**src/rtl/spk_out_buf_if.sv**
```systemverilog
// Router-side spike packet channel: valid/ready handshake carrying a {z,y,x} ID.
interface spk_out_buf_if #(
    parameter int SW = 24
);
    logic          spk_out_vld;
    logic [SW-1:0] spk_out_data;
    logic          spk_out_rdy;

    modport master (output spk_out_vld, output spk_out_data, input spk_out_rdy);
    modport slave  (input spk_out_vld, input spk_out_data, output spk_out_rdy);
endinterface

```
**src/rtl/spk_out_buf.sv**
```systemverilog
// Spike output stage: buffers IDs of firing neurons, streams them to the router,
// back-pressures the controller and reports per-timestep count/done/overflow.
module spk_out_buf #(
    parameter int SW        = 24,
    parameter int DEPTH     = 16,
    parameter int AW        = 4,
    parameter int AF_MARGIN = 4,
    parameter int CW        = 16
) (
    input  logic          clk,
    input  logic          rst_n,
    input  logic          soma_spk_vld,
    input  logic          soma_spk,
    input  logic [SW-1:0] config_spk_out_neuid,
    input  logic          work_config_busy,
    input  logic          config_clear,
    output logic          spk_out_config_full,
    output logic          spk_out_done,
    output logic [CW-1:0] spk_cnt,
    output logic          spk_ovf,
    spk_out_buf_if.master spk_out
);

    localparam logic [1:0]  ST_IDLE  = 2'd0;
    localparam logic [1:0]  ST_RUN   = 2'd1;
    localparam logic [1:0]  ST_DRAIN = 2'd2;
    localparam logic [AW:0] DEPTH_C  = (AW+1)'(DEPTH);
    localparam logic [AW:0] AF_LVL_C = (AW+1)'(DEPTH - AF_MARGIN);
    localparam logic [CW-1:0] CNT_MAX_C = {CW{1'b1}};

    logic [SW-1:0] mem_q [DEPTH];
    logic [AW-1:0] wr_ptr_q, wr_ptr_d, rd_ptr_q, rd_ptr_d;
    logic [AW:0]   occ_q, occ_d;
    logic          out_vld_q, out_vld_d;
    logic [SW-1:0] out_data_q, out_data_d;
    logic          full_q, full_d;
    logic          done_q, done_d;
    logic          ovf_q, ovf_d;
    logic [CW-1:0] cnt_q, cnt_d;
    logic [1:0]    state_q, state_d;
    logic          push_s, pop_s, accept_s, empty_s;

    // Push/pop decisions and FIFO/output-register next state
    always_comb begin
        push_s     = soma_spk_vld & soma_spk;
        empty_s    = (occ_q == '0);
        pop_s      = ~empty_s & (~out_vld_q | spk_out.spk_out_rdy);
        // A full FIFO still takes a spike when an entry leaves in the same cycle
        accept_s   = push_s & ((occ_q != DEPTH_C) | pop_s);
        wr_ptr_d   = accept_s ? (wr_ptr_q + AW'(1)) : wr_ptr_q;
        rd_ptr_d   = pop_s ? (rd_ptr_q + AW'(1)) : rd_ptr_q;
        ovf_d      = ovf_q | (push_s & ~accept_s);
        out_vld_d  = out_vld_q;
        out_data_d = out_data_q;
        case ({accept_s, pop_s})
            2'b10:   occ_d = occ_q + (AW+1)'(1);
            2'b01:   occ_d = occ_q - (AW+1)'(1);
            default: occ_d = occ_q;
        endcase
        if (pop_s) begin
            out_vld_d  = 1'b1;
            out_data_d = mem_q[rd_ptr_q];
        end else if (spk_out.spk_out_rdy) begin
            out_vld_d  = 1'b0;
        end else begin
            out_vld_d  = out_vld_q;
        end
        full_d = (occ_d >= AF_LVL_C);
    end

    // Timestep FSM, done pulse and saturating spike counter
    always_comb begin
        state_d = state_q;
        done_d  = 1'b0;
        if (accept_s && (cnt_q != CNT_MAX_C)) begin
            cnt_d = cnt_q + CW'(1);
        end else begin
            cnt_d = cnt_q;
        end
        case (state_q)
            ST_IDLE: begin
                if (work_config_busy) begin
                    state_d = ST_RUN;
                    cnt_d   = accept_s ? CW'(1) : '0;
                end else begin
                    state_d = ST_IDLE;
                end
            end
            ST_RUN: begin
                if (!work_config_busy) begin
                    state_d = ST_DRAIN;
                end else begin
                    state_d = ST_RUN;
                end
            end
            ST_DRAIN: begin
                if (work_config_busy) begin
                    state_d = ST_RUN;
                end else if (empty_s && !out_vld_q && !push_s) begin
                    state_d = ST_IDLE;
                    done_d  = 1'b1;
                end else begin
                    state_d = ST_DRAIN;
                end
            end
            default: begin
                state_d = ST_IDLE;
            end
        endcase
    end

    // Control and output registers; clear behaves exactly like reset
    always_ff @(posedge clk) begin
        if (!rst_n || config_clear) begin
            wr_ptr_q   <= '0;
            rd_ptr_q   <= '0;
            occ_q      <= '0;
            out_vld_q  <= 1'b0;
            out_data_q <= '0;
            full_q     <= 1'b0;
            done_q     <= 1'b0;
            ovf_q      <= 1'b0;
            cnt_q      <= '0;
            state_q    <= ST_IDLE;
        end else begin
            wr_ptr_q   <= wr_ptr_d;
            rd_ptr_q   <= rd_ptr_d;
            occ_q      <= occ_d;
            out_vld_q  <= out_vld_d;
            out_data_q <= out_data_d;
            full_q     <= full_d;
            done_q     <= done_d;
            ovf_q      <= ovf_d;
            cnt_q      <= cnt_d;
            state_q    <= state_d;
        end
    end

    // FIFO storage; contents are don't-care once the pointers are reset
    always_ff @(posedge clk) begin
        if (rst_n && !config_clear && accept_s) begin
            mem_q[wr_ptr_q] <= config_spk_out_neuid;
        end
    end

    assign spk_out.spk_out_vld  = out_vld_q;
    assign spk_out.spk_out_data = out_data_q;
    assign spk_out_config_full  = full_q;
    assign spk_out_done         = done_q;
    assign spk_cnt              = cnt_q;
    assign spk_ovf              = ovf_q;

endmodule

```
**src/flat_wrapper.sv**
```systemverilog
// flat-port wrapper written by rule: the top's interface ports become plain ports
module spk_out_buf_flat 
#(
    parameter int SW        = 24,
    parameter int DEPTH     = 16,
    parameter int AW        = 4,
    parameter int AF_MARGIN = 4,
    parameter int CW        = 16
)
  (clk, rst_n, soma_spk_vld, soma_spk, config_spk_out_neuid, work_config_busy, config_clear, spk_out_config_full, spk_out_done, spk_cnt, spk_ovf, spk_out_spk_out_vld, spk_out_spk_out_data, spk_out_spk_out_rdy);
  spk_out_buf_if #(.SW(SW)) spk_out_i ();
  input  logic clk;
  input  logic rst_n;
  input  logic soma_spk_vld;
  input  logic soma_spk;
  input  logic [SW-1:0] config_spk_out_neuid;
  input  logic work_config_busy;
  input  logic config_clear;
  output logic spk_out_config_full;
  output logic spk_out_done;
  output logic [CW-1:0] spk_cnt;
  output logic spk_ovf;
  output wire logic [$bits(spk_out_i.spk_out_vld)-1:0] spk_out_spk_out_vld;
  output wire logic [$bits(spk_out_i.spk_out_data)-1:0] spk_out_spk_out_data;
  input wire logic [$bits(spk_out_i.spk_out_rdy)-1:0] spk_out_spk_out_rdy;
  assign spk_out_spk_out_vld = spk_out_i.spk_out_vld;
  assign spk_out_spk_out_data = spk_out_i.spk_out_data;
  assign spk_out_i.spk_out_rdy = spk_out_spk_out_rdy;
  spk_out_buf #(.SW(SW), .DEPTH(DEPTH), .AW(AW), .AF_MARGIN(AF_MARGIN), .CW(CW)) u_core (.clk(clk), .rst_n(rst_n), .soma_spk_vld(soma_spk_vld), .soma_spk(soma_spk), .config_spk_out_neuid(config_spk_out_neuid), .work_config_busy(work_config_busy), .config_clear(config_clear), .spk_out_config_full(spk_out_config_full), .spk_out_done(spk_out_done), .spk_cnt(spk_cnt), .spk_ovf(spk_ovf), .spk_out(spk_out_i));
endmodule
```
**config.mk**
```make
export PLATFORM = sky130hd
export DESIGN_NAME = spk_out_buf_flat
export DESIGN_NICKNAME = d
export VERILOG_FILES = /design/src/rtl/spk_out_buf_if.sv /design/src/rtl/spk_out_buf.sv /design/src/flat_wrapper.sv
export SDC_FILE = /design/constraint.sdc
export NUM_CORES = 1
export LEC_CHECK = 0
export BUFFER_PORTS_ARGS = -buffer_cell sky130_fd_sc_hd__buf_4
export CORE_ASPECT_RATIO = 0.9
export CORE_MARGIN = 1
export CORE_UTILIZATION = 33
export CTS_CLUSTER_DIAMETER = 60
export DETAILED_ROUTE_END_ITERATION = 12
export GPL_TIMING_DRIVEN = 0
export MAX_ROUTING_LAYER = met4
export SLEW_MARGIN = 20
export SYNTH_ARGS = -nofsm -noshare
export SYNTH_HDL_FRONTEND = slang
export SYNTH_SLANG_ARGS = --single-unit
```
**constraint.sdc**
```tcl
create_clock -name clk -period 3.2 [get_ports clk]
set_input_delay 0.32 -clock clk [delete_from_list [all_inputs] [get_ports clk]]
set_output_delay 0.32 -clock clk [all_outputs]
set_load 0.01 [all_outputs]
```
## Word level (Yosys, flattened, before mapping)

Memories as Yosys holds them, arrays and structs flattened. A register that Yosys moved wholly into a read port is not among the register bits.
Index checks and enable logic that the tools add are counted.

- $add $sub $neg: 5
- Magnitude comparators: 1
- Eq/ne operators: 6
- Muxes and demuxes: 15
- Bitwise logic cells: 11
- Reduce and logical (&&, ||, !) cells: 14

Operators with widths:

| operator | count |
|---|---|
| two-way mux 16 bit | 3 |
| adder 16 x 1 -> 16 bit (second input constant) | 1 |
| inequality test 16 bit (second input constant) | 1 |
| case mux 5 bit (2 select lines) | 1 |
| adder 4 x 1 -> 4 bit (second input constant) | 2 |
| two-way mux 1 bit | 7 |
| two-way mux 2 bit | 3 |
| case mux 2 bit (3 select lines) | 1 |
| adder 5 x 1 -> 5 bit (second input constant) | 1 |
| >= comparator 5 x 4 -> 1 bit (second input constant) | 1 |
| logical AND 1 bit | 5 |
| zero test 5 bit | 1 |
| inequality test 5 bit (second input constant) | 1 |
| subtractor 5 x 1 -> 5 bit (second input constant) | 1 |
| bitwise AND 1 bit | 4 |
| == test 2 x 1 -> 1 bit (second input constant) | 2 |
| == test 2 bit (second input constant) | 2 |
| zero test 1 bit | 4 |
| NOT 1 bit | 4 |
| bitwise OR 1 bit | 3 |
| OR reduction 3 bit | 1 |
| zero test 2 bit | 1 |
| nonzero test 2 bit | 1 |
| logical OR 1 bit | 1 |

- Register bits after elaboration: 35
- RAM bits: 384
- Input bits: 31
- Output and inout bits: 44
- Word-level logic and storage cells: 62
- Memories kept: 1

Memories:

| name | words | width | rd ports | clocked after Yosys merged registers in | write ports | RTL line | RTL |
|---|---|---|---|---|---|---|---|
| u_core.mem_q | 16 | 24 | 1 | 1 | 1 | spk_out_buf.sv:31 | `logic [SW-1:0] mem_q [DEPTH];` |

## Depth between registers and ports, before layout

- Word-level depth: 9
- Depth in mapped cells: 9
- Depth with buffers taken out: 9

## Least setup slack after synthesis

No wires, ideal clock.

- Path type: flip-flop to flip-flop
- Start: register u_core.out_vld_q, in the netlist u_core.spk_out.spk_out_vld
- End: memory u_core.mem_q[0][0] (enable)
- Setup time: 0.435 ns
- Arrival: 2.875 ns
- Data required time: 2.765 ns
- Setup slack: -0.110 ns
- Stages on the path, launching flop included: 7
- Path buffers: 1
- Clock period less this slack: 3.310 ns
- Path through: dfxtp_1 -> nor2b_1 -> buf_6 -> a31oi_2 -> and2_1 -> nand2_1 -> nor3_1

- Longest elaborated chain between the ends: 8

RTL lines:

| element | RTL line | RTL |
|---|---|---|
| start: declaration | spk_out_buf.sv:34 | `logic out_vld_q, out_vld_d;` |
| start signal: assignment | spk_out_buf.sv:129 | `out_vld_q <= out_vld_d;` |
| NOT 1 bit | spk_out_buf.sv:47 | `pop_s = ~empty_s & (~out_vld_q \| spk_out.spk_out_rdy);` |
| bitwise OR 1 bit | spk_out_buf.sv:47 |  |
| bitwise AND 1 bit | spk_out_buf.sv:47 |  |
| bitwise OR 1 bit | spk_out_buf.sv:49 | `accept_s = push_s & ((occ_q != DEPTH_C) \| pop_s);` |
| bitwise AND 1 bit | spk_out_buf.sv:49 |  |
| logical AND 1 bit | spk_out_buf.sv:141 | `if (rst_n && !config_clear && accept_s) begin` |
| two-way mux 1 bit | spk_out_buf.sv:141 |  |
| two-way mux 1 bit (not written as such) | spk_out_buf.sv:142 | `mem_q[wr_ptr_q] <= config_spk_out_neuid;` |
| end: declaration | spk_out_buf.sv:31 |  |

No other way between the ends.

## Worst setup path in the final report

- Start: register u_core.out_vld_q, in the netlist u_core.spk_out.spk_out_vld
- End: memory u_core.mem_q[3][11] (enable)

The elaborated chain is that of the path after synthesis.

==> run_results.csv <==
group,metric,value,unit
placement,place.gp.congestion,0.796,
floorplanning,die_y,218,µm
synthesis,synth_warnings,0,
detailed_routing,drtIter0Drc,907,
critical_path,cp.buffers_inverters,3,
clocking,numCtsBuffers,46,
synthesis,synthArstFlopShare,0,%
timing,final_hold_viol_count,0,
critical_path,cp_max_fo,9,
timing,setup_viol,0,
critical_path,cp.required,3.45,ns
critical_path,slowest_delay,0.69,ns
synthesis,syn_avg_cell_area,18.8,µm²
clocking,root_buffer,"clkbuf_16",
floorplanning,initial_core_util,33.7,%
placement,port_buffers,74,
critical_path,critPathTopFamily,"simple AND/OR/NAND/NOR gates",
critical_path,reg2reg_slack,0.18,ns
timing,timing.final.crit_share,94.5,%
placement,dp_slack,0.233,ns
timing,holdWs,0.0364,ns
critical_path,start_kind,"flop",
timing,rsz0062_at_grt,"no",
clocking,cts_tree,"built",
critical_path,crit_path_end_kind,"flop",
run_status,status,"completed",
timing,fin_worst_skew,0.0286,ns
timing,drv_slew,0,
critical_path,worstRegToRegCells,8,
synthesis,synth.distinct_cells,48,
floorplanning,core-area,50700,µm²
worst_hold_path,hp-start,"config_spk_out_neuid[7]",
detailed_routing,vias,9129,
detailed_routing,ant_nets,0,
floorplanning,rows,78,
global_routing,antenna_found_initial,1,
pwr,p_per_area,620,nW/µm²
synthesis,ys.flop_type,"edfxtp_1",
timing,slew_headroom,29.4,%
detailed_routing,drc,0,
clocking,cts_max_level,2,
floorplanning,io-pin-count,75,
timing,fin_ws,0.177,ns
global_routing,grt_usage,15.9,%
critical_path,path_common_cell,"buf_8",
critical_path,crit_chain,"nor2b_1, buf_6, a31oi_2, and2_1, nand2_1, nor3_4, buf_8, buf_8",
layout,nFillCells,4588,
detailed_routing,drt_wl_total,40400,µm
worst_hold_path,hold-path-endpoint,"u_core.mem_q[8][7]",
clocking,insertion_delay,0.57,ns
synthesis,syn-instance-count,909,
worst_hold_path,hold_path_depth,1,
detailed_routing,wl_per_cell,22.8,µm
critical_path,r2r-end,"u_core.mem_q[3][11]",
floorplanning,dieArea,52700,µm²
critical_path,crit_arrival,3.28,ns
floorplanning,die_x,242,µm
detailed_routing,viasPerCell,5.16,
global_routing,grt_pass1_vias,9164,
layout,layout-drive-gt1-share,27.8,%
timing,fin_crit,3.02,ns
layout,regArea,12700,µm²
layout,area_growth,20.0,%
clocking,clock-sinks,443,
layout,multi_input_area,4220,µm²
synthesis,synth_seq_cells,443,
global_routing,grt_pass1_wl,60000,µm
synthesis,synth_nets,950,
global_routing,grt_max_degree,18,
placement,hpwl,26000,µm
critical_path,path_class,"flop to flop",
pwr,peakVddDrop,0.000388,V
synthesis,synth_area,17100,µm²
pwr,p_leak,0.00646,µW
timing,fmax,331,MHz
clocking,clockBufferDepth,3,
detailed_routing,firstDrtPassIters,7,
job,maxCapViolations,0,
critical_path,r2r-start,"u_core.spk_out.spk_out_vld",
worst_hold_path,hp-class,"input port to flop",
synthesis,synth_enable_flop_cells,384,
synthesis,synth-seq-area-share,74.4,%
clocking,clkTransAtPathRegs,0.06,ns
layout,final_nets,1093,
critical_path,crit_slowest_cell,"nor3_4",
global_routing,grt.overflow.total,0,
timing,worst_slew_pin_slew,1.06,ns
==> cell type report <==
class	instances	share of cell area (%)
well taps	680	4.15
diodes	1	0.0122
repair buffers	95	5.02
multi-input cells	406	20.6
clock buffers	59	5.90
plain buffers	51	1.24
inverters	9	0.165
clock inverters	25	0.964
flip-flops and latches	443	62.0
==> synth_stat cells, types with 2 or more instances <==
| master | instances | share of area, % |
|---|---|---|
| dfxtp_1 | 59 | 6.9 |
| ha_1 | 9 | 0.66 |
| xnor2_1 | 5 | 0.26 |
| o21ai_1 | 3 | 0.088 |
| o2111ai_1 | 4 | 0.21 |
| nand2b_1 | 4 | 0.15 |
| inv_1 | 9 | 0.20 |
| nor3_1 | 7 | 0.21 |
| or3_1 | 3 | 0.11 |
| nand3_1 | 7 | 0.21 |
| and2_1 | 7 | 0.26 |
| buf_6 | 5 | 0.33 |
| and4_1 | 2 | 0.10 |
| nand4_1 | 5 | 0.18 |
| o21ai_0 | 5 | 0.15 |
| o211ai_1 | 2 | 0.088 |
| mux4_2 | 96 | 13 |
| a211oi_1 | 2 | 0.088 |
| buf_2 | 17 | 0.50 |
| nor2b_1 | 5 | 0.18 |
| nand2_1 | 25 | 0.55 |
| mux2i_1 | 3 | 0.18 |
| xor2_1 | 13 | 0.67 |
| a21oi_1 | 57 | 1.7 |
| and3_1 | 5 | 0.18 |
| edfxtp_1 | 384 | 68 |
| a22oi_1 | 50 | 2.2 |
| clkbuf_1 | 27 | 0.59 |
| nor2_1 | 68 | 1.5 |
| a41oi_1 | 3 | 0.15 |
==> cells in the final DEF, fill, tap and decap left out, drive strengths merged, types with 2 or more instances in the layout <==
master,netlist,final
edfxtp,384,384
buf,24,118
mux4,96,96
clkbuf,27,86
nor2,68,68
dfxtp,59,59
a21oi,57,57
a22oi,50,50
nand2,25,25
clkinv,0,18
xor2,13,13
inv,9,12
ha,9,9
o21ai,9,9
nand3,8,8
and2,7,7
nor3,7,7
nor2b,5,5
nand4,5,5
xnor2,5,5
and3,5,5
nand2b,4,4
o2111ai,4,4
o211ai,4,4
mux2i,3,3
or3,3,3
a41oi,3,3
and4,2,2
a211oi,2,2
clkinvlp,0,2
bufinv,0,2
nor4,2,2
a311oi,2,2
==> worst reg2reg max path, stage by stage, from the launching register on <==
cell and delay, ns:
dfxtp_1 0.33, nor2b_1 0.14, buf_6 0.13, a31oi_2 0.35
and2_1 0.31, nand2_1 0.32, nor3_4 0.69, buf_8 0.25
buf_8 0.17
==> per-layer routing <==
metal	track usage, %	share of wire [%]
met1	22.2	45
met4	3.23	1.4
met5	-	0
met2	24.3	47
met3	2.92	7.3
==> power by group <==
group | internal (µW) | total, µW | switching, µW
sequential | 6320 | 6360 | 42.9
clock | 2850 | 5040 | 2190
combinational | 558 | 1320 | 758
total | 9730 | 12700 | 2990
==> worst max-delay path by stage <==
| stage | from | end | slack [ns] | cells after the start |
|---|---|---|---|---|
| after floorplan | u_core.spk_out.spk_out_vld | u_core.mem_q[12][0] | 0.53 | 6 |
| after global placement | u_core.spk_out.spk_out_vld | u_core.mem_q[4][1] | -1.05 | 6 |
| after detailed placement | u_core.spk_out.spk_out_vld | u_core.mem_q[3][5] | 0.23 | 8 |
| after CTS | u_core.spk_out.spk_out_vld | u_core.mem_q[3][11] | 0.19 | 8 |
| after global routing | u_core.occ_q[1] | u_core.mem_q[3][11] | 0.05 | 7 |
| final | u_core.spk_out.spk_out_vld | u_core.mem_q[3][11] | 0.18 | 8 |
==> cell families after synthesis <==
logic type	after synthesis	share of synthesized area (%)
buffers and inverters	60	1.68
DFF	443	74.4
AOI/OAI and AO/OA	136	5.36
and+or+nand+nor	143	4.00
muxes	99	12.8
adders and majority gates	10	0.776
xor gates and xnor gates	18	0.923
==> registers in the layout (all words and copies together), names as in the netlist <==
name,flops
u_core.mem_q,384
u_core.spk_out.spk_out_data,24
u_core.spk_cnt,16
u_core.occ_q,5
u_core.rd_ptr_q,4
u_core.wr_ptr_q,4
u_core.state_q,2
u_core.spk_out.spk_out_vld,1
u_core.spk_out_config_full,1
u_core.spk_out_done,1
u_core.spk_ovf,1
==> stage by stage <==
step           total power [µW]  cells  setup TNS, ns  utilization (%)  instance area (µm²)
2_1_floorplan              7350    909              0                -                17100
3_3_place_gp               7790   1663        -333.89             36.5                18500
3_5_place_dp               7820   1683              0             37.6                19100
4_1_cts                   12800   1768              0             40.4                20500
5_1_grt                   13200   1769              0             40.4                20500
6_report                  12700   1769              0             40.4                20500
==> repair_timing <==
item | CTS | global route
buffers inserted | 0 | 0
endpoints found under the hold margin | 2 | 0
setup endpoints to repair | 0 | 0
gates resized for setup | 0 | 0
hold buffers | 1 | 0
Note: power is estimated with default switching activity, not from simulation.
